### src/rtl/mem_stage.sv
// mem_stage
//
// Memory-access pipeline stage between the ex_mem register and writeback.
// Non-memory ops pass straight through as a registered writeback record.
// Loads and stores run over a request/grant/rvalid data bus. Load data is
// lane-selected and extended before it is written back. Upstream is held
// off (mem_ready_o low) while a bus transaction is in flight.
//
// Optional feature macro: MEM_MISALIGN_TRAP_EN
//   defined   : misaligned half/word accesses are trapped at accept. They make
//               no bus request and emit a record with mem_misalign_o set.
//   undefined : no check. The access goes to the aligned word, and
//               mem_misalign_o is tied low.
//
// Ports
//   clk, rst_n               clock, asynchronous active-low reset
//   ex_mem_valid_i           instruction present on the ex_mem inputs
//   mem_ready_o              stage can accept (FSM idle)
//   ex_mem_op_c_i            ALU result / memory address
//   ex_mem_store_data_i      store data
//   ex_mem_reg_waddr_i       destination register
//   ex_mem_reg_we_i          register write enable
//   ex_mem_mem_rd_i          load (wins if store is also set)
//   ex_mem_mem_wr_i          store
//   ex_mem_mem_size_i        0 byte, 1 half, 2/3 word
//   ex_mem_mem_unsigned_i    zero-extend load data
//   dbus_req_o/gnt_i         bus request / grant
//   dbus_we_o                bus write
//   dbus_addr_o              word-aligned bus address
//   dbus_be_o                byte enables
//   dbus_wdata_o             lane-replicated store data
//   dbus_rvalid_i/rdata_i    load response
//   mem_valid_o              one-cycle writeback record strobe
//   mem_wdata_o              writeback data
//   mem_reg_waddr_o          writeback register
//   mem_reg_we_o             writeback enable
//   mem_misalign_o           misaligned-access flag
module mem_stage (
   input  logic        clk,
   input  logic        rst_n,
   input  logic        ex_mem_valid_i,
   output logic        mem_ready_o,
   input  logic [31:0] ex_mem_op_c_i,
   input  logic [31:0] ex_mem_store_data_i,
   input  logic [4:0]  ex_mem_reg_waddr_i,
   input  logic        ex_mem_reg_we_i,
   input  logic        ex_mem_mem_rd_i,
   input  logic        ex_mem_mem_wr_i,
   input  logic [1:0]  ex_mem_mem_size_i,
   input  logic        ex_mem_mem_unsigned_i,
   output logic        dbus_req_o,
   input  logic        dbus_gnt_i,
   output logic        dbus_we_o,
   output logic [31:0] dbus_addr_o,
   output logic [3:0]  dbus_be_o,
   output logic [31:0] dbus_wdata_o,
   input  logic        dbus_rvalid_i,
   input  logic [31:0] dbus_rdata_i,
   output logic        mem_valid_o,
   output logic [31:0] mem_wdata_o,
   output logic [4:0]  mem_reg_waddr_o,
   output logic        mem_reg_we_o,
   output logic        mem_misalign_o
);

   typedef enum logic [1:0] {
      IDLE   = 2'd0,
      REQ    = 2'd1,
      WAIT_R = 2'd2
   } state_t;

   state_t      state;

   logic [1:0]  size_q;
   logic        unsigned_q;
   logic [1:0]  lane_q;
   logic [4:0]  waddr_q;
   logic        we_q;

   logic        is_mem;
   logic [3:0]  be_req;
   logic [31:0] wdata_req;
   logic [7:0]  load_byte;
   logic [15:0] load_half;
   logic [31:0] load_fmt;

   assign mem_ready_o = (state == IDLE);
   assign is_mem      = ex_mem_mem_rd_i | ex_mem_mem_wr_i;

   // Byte enables and replicated store data are derived from the incoming
   // instruction so they can be registered onto the bus at accept and then
   // held unchanged until the grant arrives.
   always_comb begin
      be_req    = 4'b1111;
      wdata_req = ex_mem_store_data_i;
      case (ex_mem_mem_size_i)
         2'd0: begin
            be_req    = 4'b0001 << ex_mem_op_c_i[1:0];
            wdata_req = {4{ex_mem_store_data_i[7:0]}};
         end
         2'd1: begin
            be_req    = ex_mem_op_c_i[1] ? 4'b1100 : 4'b0011;
            wdata_req = {2{ex_mem_store_data_i[15:0]}};
         end
         default: begin
            be_req    = 4'b1111;
            wdata_req = ex_mem_store_data_i;
         end
      endcase
   end

   // Load formatting uses the byte lane latched at accept, since the ex_mem
   // inputs may already hold the next instruction when the data returns.
   always_comb begin
      load_byte = dbus_rdata_i[7:0];
      case (lane_q)
         2'd0:    load_byte = dbus_rdata_i[7:0];
         2'd1:    load_byte = dbus_rdata_i[15:8];
         2'd2:    load_byte = dbus_rdata_i[23:16];
         default: load_byte = dbus_rdata_i[31:24];
      endcase
      load_half = lane_q[1] ? dbus_rdata_i[31:16] : dbus_rdata_i[15:0];
      case (size_q)
         2'd0:    load_fmt = unsigned_q ? {24'd0, load_byte}
                                        : {{24{load_byte[7]}}, load_byte};
         2'd1:    load_fmt = unsigned_q ? {16'd0, load_half}
                                        : {{16{load_half[15]}}, load_half};
         default: load_fmt = dbus_rdata_i;
      endcase
   end

`ifdef MEM_MISALIGN_TRAP_EN
   logic misalign_req;

   // A half needs bit 0 clear and a word needs both low bits clear. Sizes 2
   // and 3 are both words, so size[1] selects the word rule.
   always_comb begin
      misalign_req = ((ex_mem_mem_size_i == 2'd1) && ex_mem_op_c_i[0]) ||
                     (ex_mem_mem_size_i[1] && (ex_mem_op_c_i[1:0] != 2'b00));
   end
`else
   assign mem_misalign_o = 1'b0;
`endif

   // Main FSM with registered bus and writeback outputs. mem_valid_o defaults
   // low every cycle, so each record is a single-cycle pulse. An async reset
   // drops dbus_req_o at once and discards any in-flight instruction.
   always_ff @(posedge clk or negedge rst_n) begin
      if (!rst_n) begin
         state           <= IDLE;
         size_q          <= 2'd0;
         unsigned_q      <= 1'b0;
         lane_q          <= 2'd0;
         waddr_q         <= 5'd0;
         we_q            <= 1'b0;
         dbus_req_o      <= 1'b0;
         dbus_we_o       <= 1'b0;
         dbus_addr_o     <= 32'd0;
         dbus_be_o       <= 4'd0;
         dbus_wdata_o    <= 32'd0;
         mem_valid_o     <= 1'b0;
         mem_wdata_o     <= 32'd0;
         mem_reg_waddr_o <= 5'd0;
         mem_reg_we_o    <= 1'b0;
`ifdef MEM_MISALIGN_TRAP_EN
         mem_misalign_o  <= 1'b0;
`endif
      end else begin
         mem_valid_o <= 1'b0;
         case (state)
            IDLE: begin
               if (ex_mem_valid_i) begin
                  if (!is_mem) begin
                     mem_valid_o     <= 1'b1;
                     mem_wdata_o     <= ex_mem_op_c_i;
                     mem_reg_waddr_o <= ex_mem_reg_waddr_i;
                     mem_reg_we_o    <= ex_mem_reg_we_i;
`ifdef MEM_MISALIGN_TRAP_EN
                     mem_misalign_o  <= 1'b0;
                  end else if (misalign_req) begin
                     mem_valid_o     <= 1'b1;
                     mem_wdata_o     <= ex_mem_op_c_i;
                     mem_reg_waddr_o <= ex_mem_reg_waddr_i;
                     mem_reg_we_o    <= 1'b0;
                     mem_misalign_o  <= 1'b1;
`endif
                  end else begin
                     size_q       <= ex_mem_mem_size_i;
                     unsigned_q   <= ex_mem_mem_unsigned_i;
                     lane_q       <= ex_mem_op_c_i[1:0];
                     waddr_q      <= ex_mem_reg_waddr_i;
                     we_q         <= ex_mem_reg_we_i;
                     dbus_req_o   <= 1'b1;
                     dbus_we_o    <= ~ex_mem_mem_rd_i;
                     dbus_addr_o  <= {ex_mem_op_c_i[31:2], 2'b00};
                     dbus_be_o    <= be_req;
                     dbus_wdata_o <= wdata_req;
                     state        <= REQ;
                  end
               end
            end
            REQ: begin
               if (dbus_gnt_i) begin
                  dbus_req_o <= 1'b0;
                  if (dbus_we_o) begin
                     state           <= IDLE;
                     mem_valid_o     <= 1'b1;
                     mem_wdata_o     <= {dbus_addr_o[31:2], lane_q};
                     mem_reg_waddr_o <= waddr_q;
                     mem_reg_we_o    <= 1'b0;
`ifdef MEM_MISALIGN_TRAP_EN
                     mem_misalign_o  <= 1'b0;
`endif
                  end else begin
                     state <= WAIT_R;
                  end
               end
            end
            WAIT_R: begin
               if (dbus_rvalid_i) begin
                  state           <= IDLE;
                  mem_valid_o     <= 1'b1;
                  mem_wdata_o     <= load_fmt;
                  mem_reg_waddr_o <= waddr_q;
                  mem_reg_we_o    <= we_q;
`ifdef MEM_MISALIGN_TRAP_EN
                  mem_misalign_o  <= 1'b0;
`endif
               end
            end
            default: begin
               state      <= IDLE;
               dbus_req_o <= 1'b0;
            end
         endcase
      end
   end

endmodule

### config.mk
export PLATFORM = sky130hd
export DESIGN_NAME = mem_stage
export DESIGN_NICKNAME = d
export VERILOG_FILES = /design/src/rtl/mem_stage.sv
export SDC_FILE = /design/constraint.sdc
export NUM_CORES = 1
export LEC_CHECK = 0
export ABC_AREA = 1
export CORE_MARGIN = 3
export CORE_UTILIZATION = 45
export CTS_CLUSTER_DIAMETER = 200
export DETAILED_ROUTE_END_ITERATION = 6
export PLACE_DENSITY = 0.8
export REMOVE_ABC_BUFFERS = 1
export SLEW_MARGIN = 40
export SYNTH_ARGS = -nofsm -noshare
export SYNTH_HDL_FRONTEND = slang
export SYNTH_SLANG_ARGS = --single-unit
### constraint.sdc
create_clock -name clk -period 2 [get_ports clk]
set_input_delay 0.3 -clock clk [delete_from_list [all_inputs] [get_ports clk]]
set_output_delay 0.3 -clock clk [all_outputs]
set_load 0.05 [all_outputs]
* After elaboration in Yosys (flattened, before gate mapping)
Cells that the tools add are included.
** Word-level totals
- Input port bits :: 112
- Output and inout port bits :: 111
- Word-level logic and storage cells :: 82
- Flip-flop bits (word level) :: 120
** Operators by class
- Multiplexer cells :: 42
- Shifts and indexed selects :: 1
- Bitwise operators :: 3
- Equal/unequal tests :: 12
- Reduce and logical (&&, ||, !) cells :: 9
** Operators by type and width (count)
- 32-bit two-way mux :: 7
- 32-bit one-hot mux with 2 select lines :: 2
- 32-bit one-hot mux with 3 select lines :: 1
- 5-bit two-way mux :: 5
- 8-bit one-hot mux with 3 select lines :: 1
- 16-bit two-way mux :: 1
- 5-bit one-hot mux with 3 select lines :: 1
- 1-bit two-way mux :: 13
- 2-bit two-way mux :: 5
- 2-bit inequality test (second input constant) :: 5
- 1-bit one-hot mux with 3 select lines :: 3
- 2-bit by 1-bit == test with 1-bit output (second input constant) :: 4
- 2-bit logical NOT :: 4
- 4-bit one-hot mux with 2 select lines :: 1
- 4-bit AND reduction :: 2
- 2-bit one-hot mux with 3 select lines :: 1
- 6-bit AND reduction :: 1
- 2-bit == test (second input constant) :: 2
- 4-bit two-way mux :: 1
- 1-bit by 2-bit left shift with 4-bit output (first input constant) :: 1
- 3-bit AND reduction :: 1
- 3-bit nonzero test :: 1
- 2-bit by 1-bit inequality test with 1-bit output (second input constant) :: 1
- 1-bit inverter :: 2
- 1-bit OR :: 1

* Longest topological paths before layout
Gate-level depths: netlist (run 1).
- Depth after elaboration :: 6
- Mapped depth :: 11

* Least setup slack after synthesis (run 1)
Ideal clock, no wire load.
- Path type :: reg2reg
- From :: register state[0]
- To :: register dbus_wdata_o[19]
- Slack :: 27 ps
- Period minus slack after synthesis :: 1973 ps
- Arrival :: 1907 ps
- Cell stages (with the launch flop) :: 11
- Buffers on the path :: 2
- Path through :: dfrtp_1 -> inv_1 -> ha_1 -> nand2_1 -> nor2_1 -> buf_2 -> nand2_1 -> buf_2 -> nand2_1 -> o21ai_0 -> nand2_1
** Between the ends
- Cells in the longest elaborated chain, start to end :: 2
** RTL lines
- start, declared :: line 72 : state_t state;
- start signal, assigned :: line 150 : state <= IDLE;
- start signal, assigned :: line 198 : state <= REQ;
- start signal, assigned :: line 206 : state <= IDLE;
- 2-bit logical NOT
- net mem_ready_o :: line 42 : output logic mem_ready_o,
- 3-bit AND reduction (no source line)
- end signal, assigned :: line 197 : dbus_wdata_o <= wdata_req;
- end, declared :: line 56 : output logic [31:0] dbus_wdata_o,
The timed path passes the listed nets, and every way through them passes these cells.
A chain may end at the register's enable or synchronous reset.

* Worst setup path after layout (run 1)
- From :: register dbus_addr_o[5]
- To :: output dbus_addr_o[5]
** RTL lines
- start, declared :: line 54 : output logic [31:0] dbus_addr_o,
- start signal, assigned :: line 195 : dbus_addr_o <= {ex_mem_op_c_i[31:2], 2'b00};
No word-level cell between the ends.

==> reports/results.tsv, run 1 <==
metric	value	unit
period_minus_slack	1.96	ns
ctsLongestPathBuffers	2	
antennaDiodeCount	0	
syn_avg_cell_area	7.34	um^2
vias_per_cell	5.24	
period_share	98.0	%
syn_inst	845	
track_usage	26.5	%
dp_slack	-0.000763	ns
grt_max_degree	63	
endpoint_kind	output port	
drc	0	
design_area	9350	um^2
drive_above_1_share	7.78	%
finalPower	19.8	mW
max_freq	510	MHz
gr-usage-met1	33.3	%
cts_tree	yes	
overflow	0	
clk_pin_slew_worst_paths	0.05	ns
leakage	4.51	nW
ant_nets	0	
crit_buf_inv	1	
layout_common_cells	nand2_1, clkdlybuf4s50_1, dfrtp_1	
cts_root_buffer	clkbuf_16	
die_y	123	um
ys_ff_latch	120	
clock-skew-final	0.00736	ns
yosysWarnings	0	
crit_type	reg -> out	
antenna_found_initial	1	
fin_nets	1182	
setup_viol	0	
via_count	6580	
post_dp_cell_area	8690	um^2
slowest_delay	0.83	ns
coreArea	13300	um^2
firstDrtPassIters	7	
syn_to_final_growth	50.6	%
cts_max_level	4	
use_met3	8.42	%
gp_congestion	0.856	
first_iter_violations	700	
final_cells	1255	
start_util	46.5	%
tightest_slew	0.560	ns
synth_area	6200	um^2
final_common_cell	nand2_1	
dp_hpwl	14.5	mm
timing.max_cap.violations	0	
setup_ws	0.0397	ns
critPathMaxFanout	3	
cp.arrival	1.66	ns
grt_util_met2	43.2	%
portBuffers	219	
die_w	123	um
required	1.70	ns
timing.slew.headroom	62.5	%
grt_pass1_vias	6163	
yosysSeqAreaShare	48.4	%
min_path_type	in -> async	
detail_route.wirelength	20.3	mm
dp.cells	1220	
insertion_delay	0.41	ns
routedWlPerCell	16.2	um
cts_num_sinks	120	
synth_area_leaders	dfrtp_1, nand2_1, a21oi_1	
hold_violations	0	
yosysTopAreaCell	dfrtp_1	
vdd_drop_max	1050	uV
ys_types	28	
critPathTopFamily	buffers and inverters	
crit_chain	clkdlybuf4s50_1	
grt-busiest-layer	met2	
maxSlewViolCount	0	
p_per_area	2110	nW/um^2
synth_top_area_share	48.4	%
die-area	15200	um^2
cpMaxStageDelayCell	clkdlybuf4s50_1	
cts_buffers	17	
io_pins	223	
worstSetupStartpointType	register	
num_rows	42	
status	complete, no violations	
grt_pass1_wl	31.2	mm
[cell families after synthesis]
family                     after synthesis  share of synthesized area, %
AOI/OAI and AO/OA                      195                          16.2
and+or+nand+nor                        416                          26.8
other                                    1                        0.0605
buffers and inverters                  109                          7.75
adders and majority gates                4                         0.807
DFF                                    120                          48.4
[per-layer routing]
layer	part of all wire [%]	up-vias	wire (um)
li1	-	3154	-
met2	48	326	9720
met1	40	3068	8020
met4	1.9	2	380
met3	11	30	2130
met5	0.054	-	11
[worst paths after layout]
kind	slack, ns	to	start	cells after the start
max in group asynchronous	1.05	mem_wdata_o[1]	rst_n	3
min	0.38	dbus_addr_o[11]	rst_n	2
min in group clk	0.47	waddr_q[1]	ex_mem_reg_waddr_i[1]	3
min reg2reg	0.47	waddr_q[4]	waddr_q[4]	2
max	0.04	dbus_addr_o[5]	dbus_addr_o[5]	1
max reg2reg	0.11	mem_wdata_o[6]	state[0]	11
[final cells by class]
type | count | area [um^2]
inverters | 59 | 228
repair buffers | 250 | 2550
flip-flops and latches | 120 | 3000
multi-input cells | 618 | 2740
clock inverters | 7 | 116
clock buffers | 25 | 485
well taps | 176 | 220
fillers | 1082 | 4000
[per-stage QoR]
step	setup TNS, ns	util (%)	hold slack (ns)
2_1_floorplan	-109.44	-	0.00441
4_1_cts	0	69.7	0.375
6_report	0	70.0	0.377
3_5_place_dp	-0.000763	65.1	0.259
5_1_grt	-0.0246	70.0	0.400
3_3_place_gp	0	65.1	0.258
[Yosys cell counts]
master / count
o21ai_1: 3
o211ai_1: 4
nor3_1: 3
buf_6: 4
nor2_1: 49
o21bai_1: 1
ha_1: 4
nand3_2: 1
a41oi_1: 1
inv_4: 1
inv_1: 50
inv_2: 8
buf_2: 13
or2_2: 6
or2_1: 1
nand3_4: 2
o21ai_0: 83
dfrtp_1: 120
a21oi_1: 92
nand3b_1: 1
clkbuf_1: 27
conb_1: 1
nor2_2: 2
o22ai_1: 1
a31oi_1: 10
nand3_1: 28
nand2_1: 323
buf_4: 6
[what timing repair did]
item                                    CTS  global route
resized for setup                         0             6
buffers inserted                          0             1
hold buffers                              1             0
endpoints found under the hold margin    24             0
endpoints found under the setup margin    0            30
[power breakdown]
part	switching, mW	internal, mW
sequential	0.841	3.63
clock	1.06	2.06
combinational	8.00	4.17
total	9.90	9.86
[sequential cells by signal, summed over array words and instances (netlist names), 4 cells and up]
register / cells
dbus_addr_o: 30
waddr_q: 5
dbus_wdata_o: 32
dbus_be_o: 4
mem_reg_waddr_o: 5
mem_wdata_o: 32
No activity file was read; power rests on OpenSTA's default activity.
==> run 2: changes to the inputs <==
- CAP_MARGIN: unset -> 40
==> results of run 2 <==
Final layout, timing and power as in run 1 (identical DEF).
==> run 3: changes to the inputs <==
- CTS_CLUSTER_DIAMETER: 200 -> unset
==> results of run 3 <==
Final layout, timing and power as in run 1 (identical DEF).
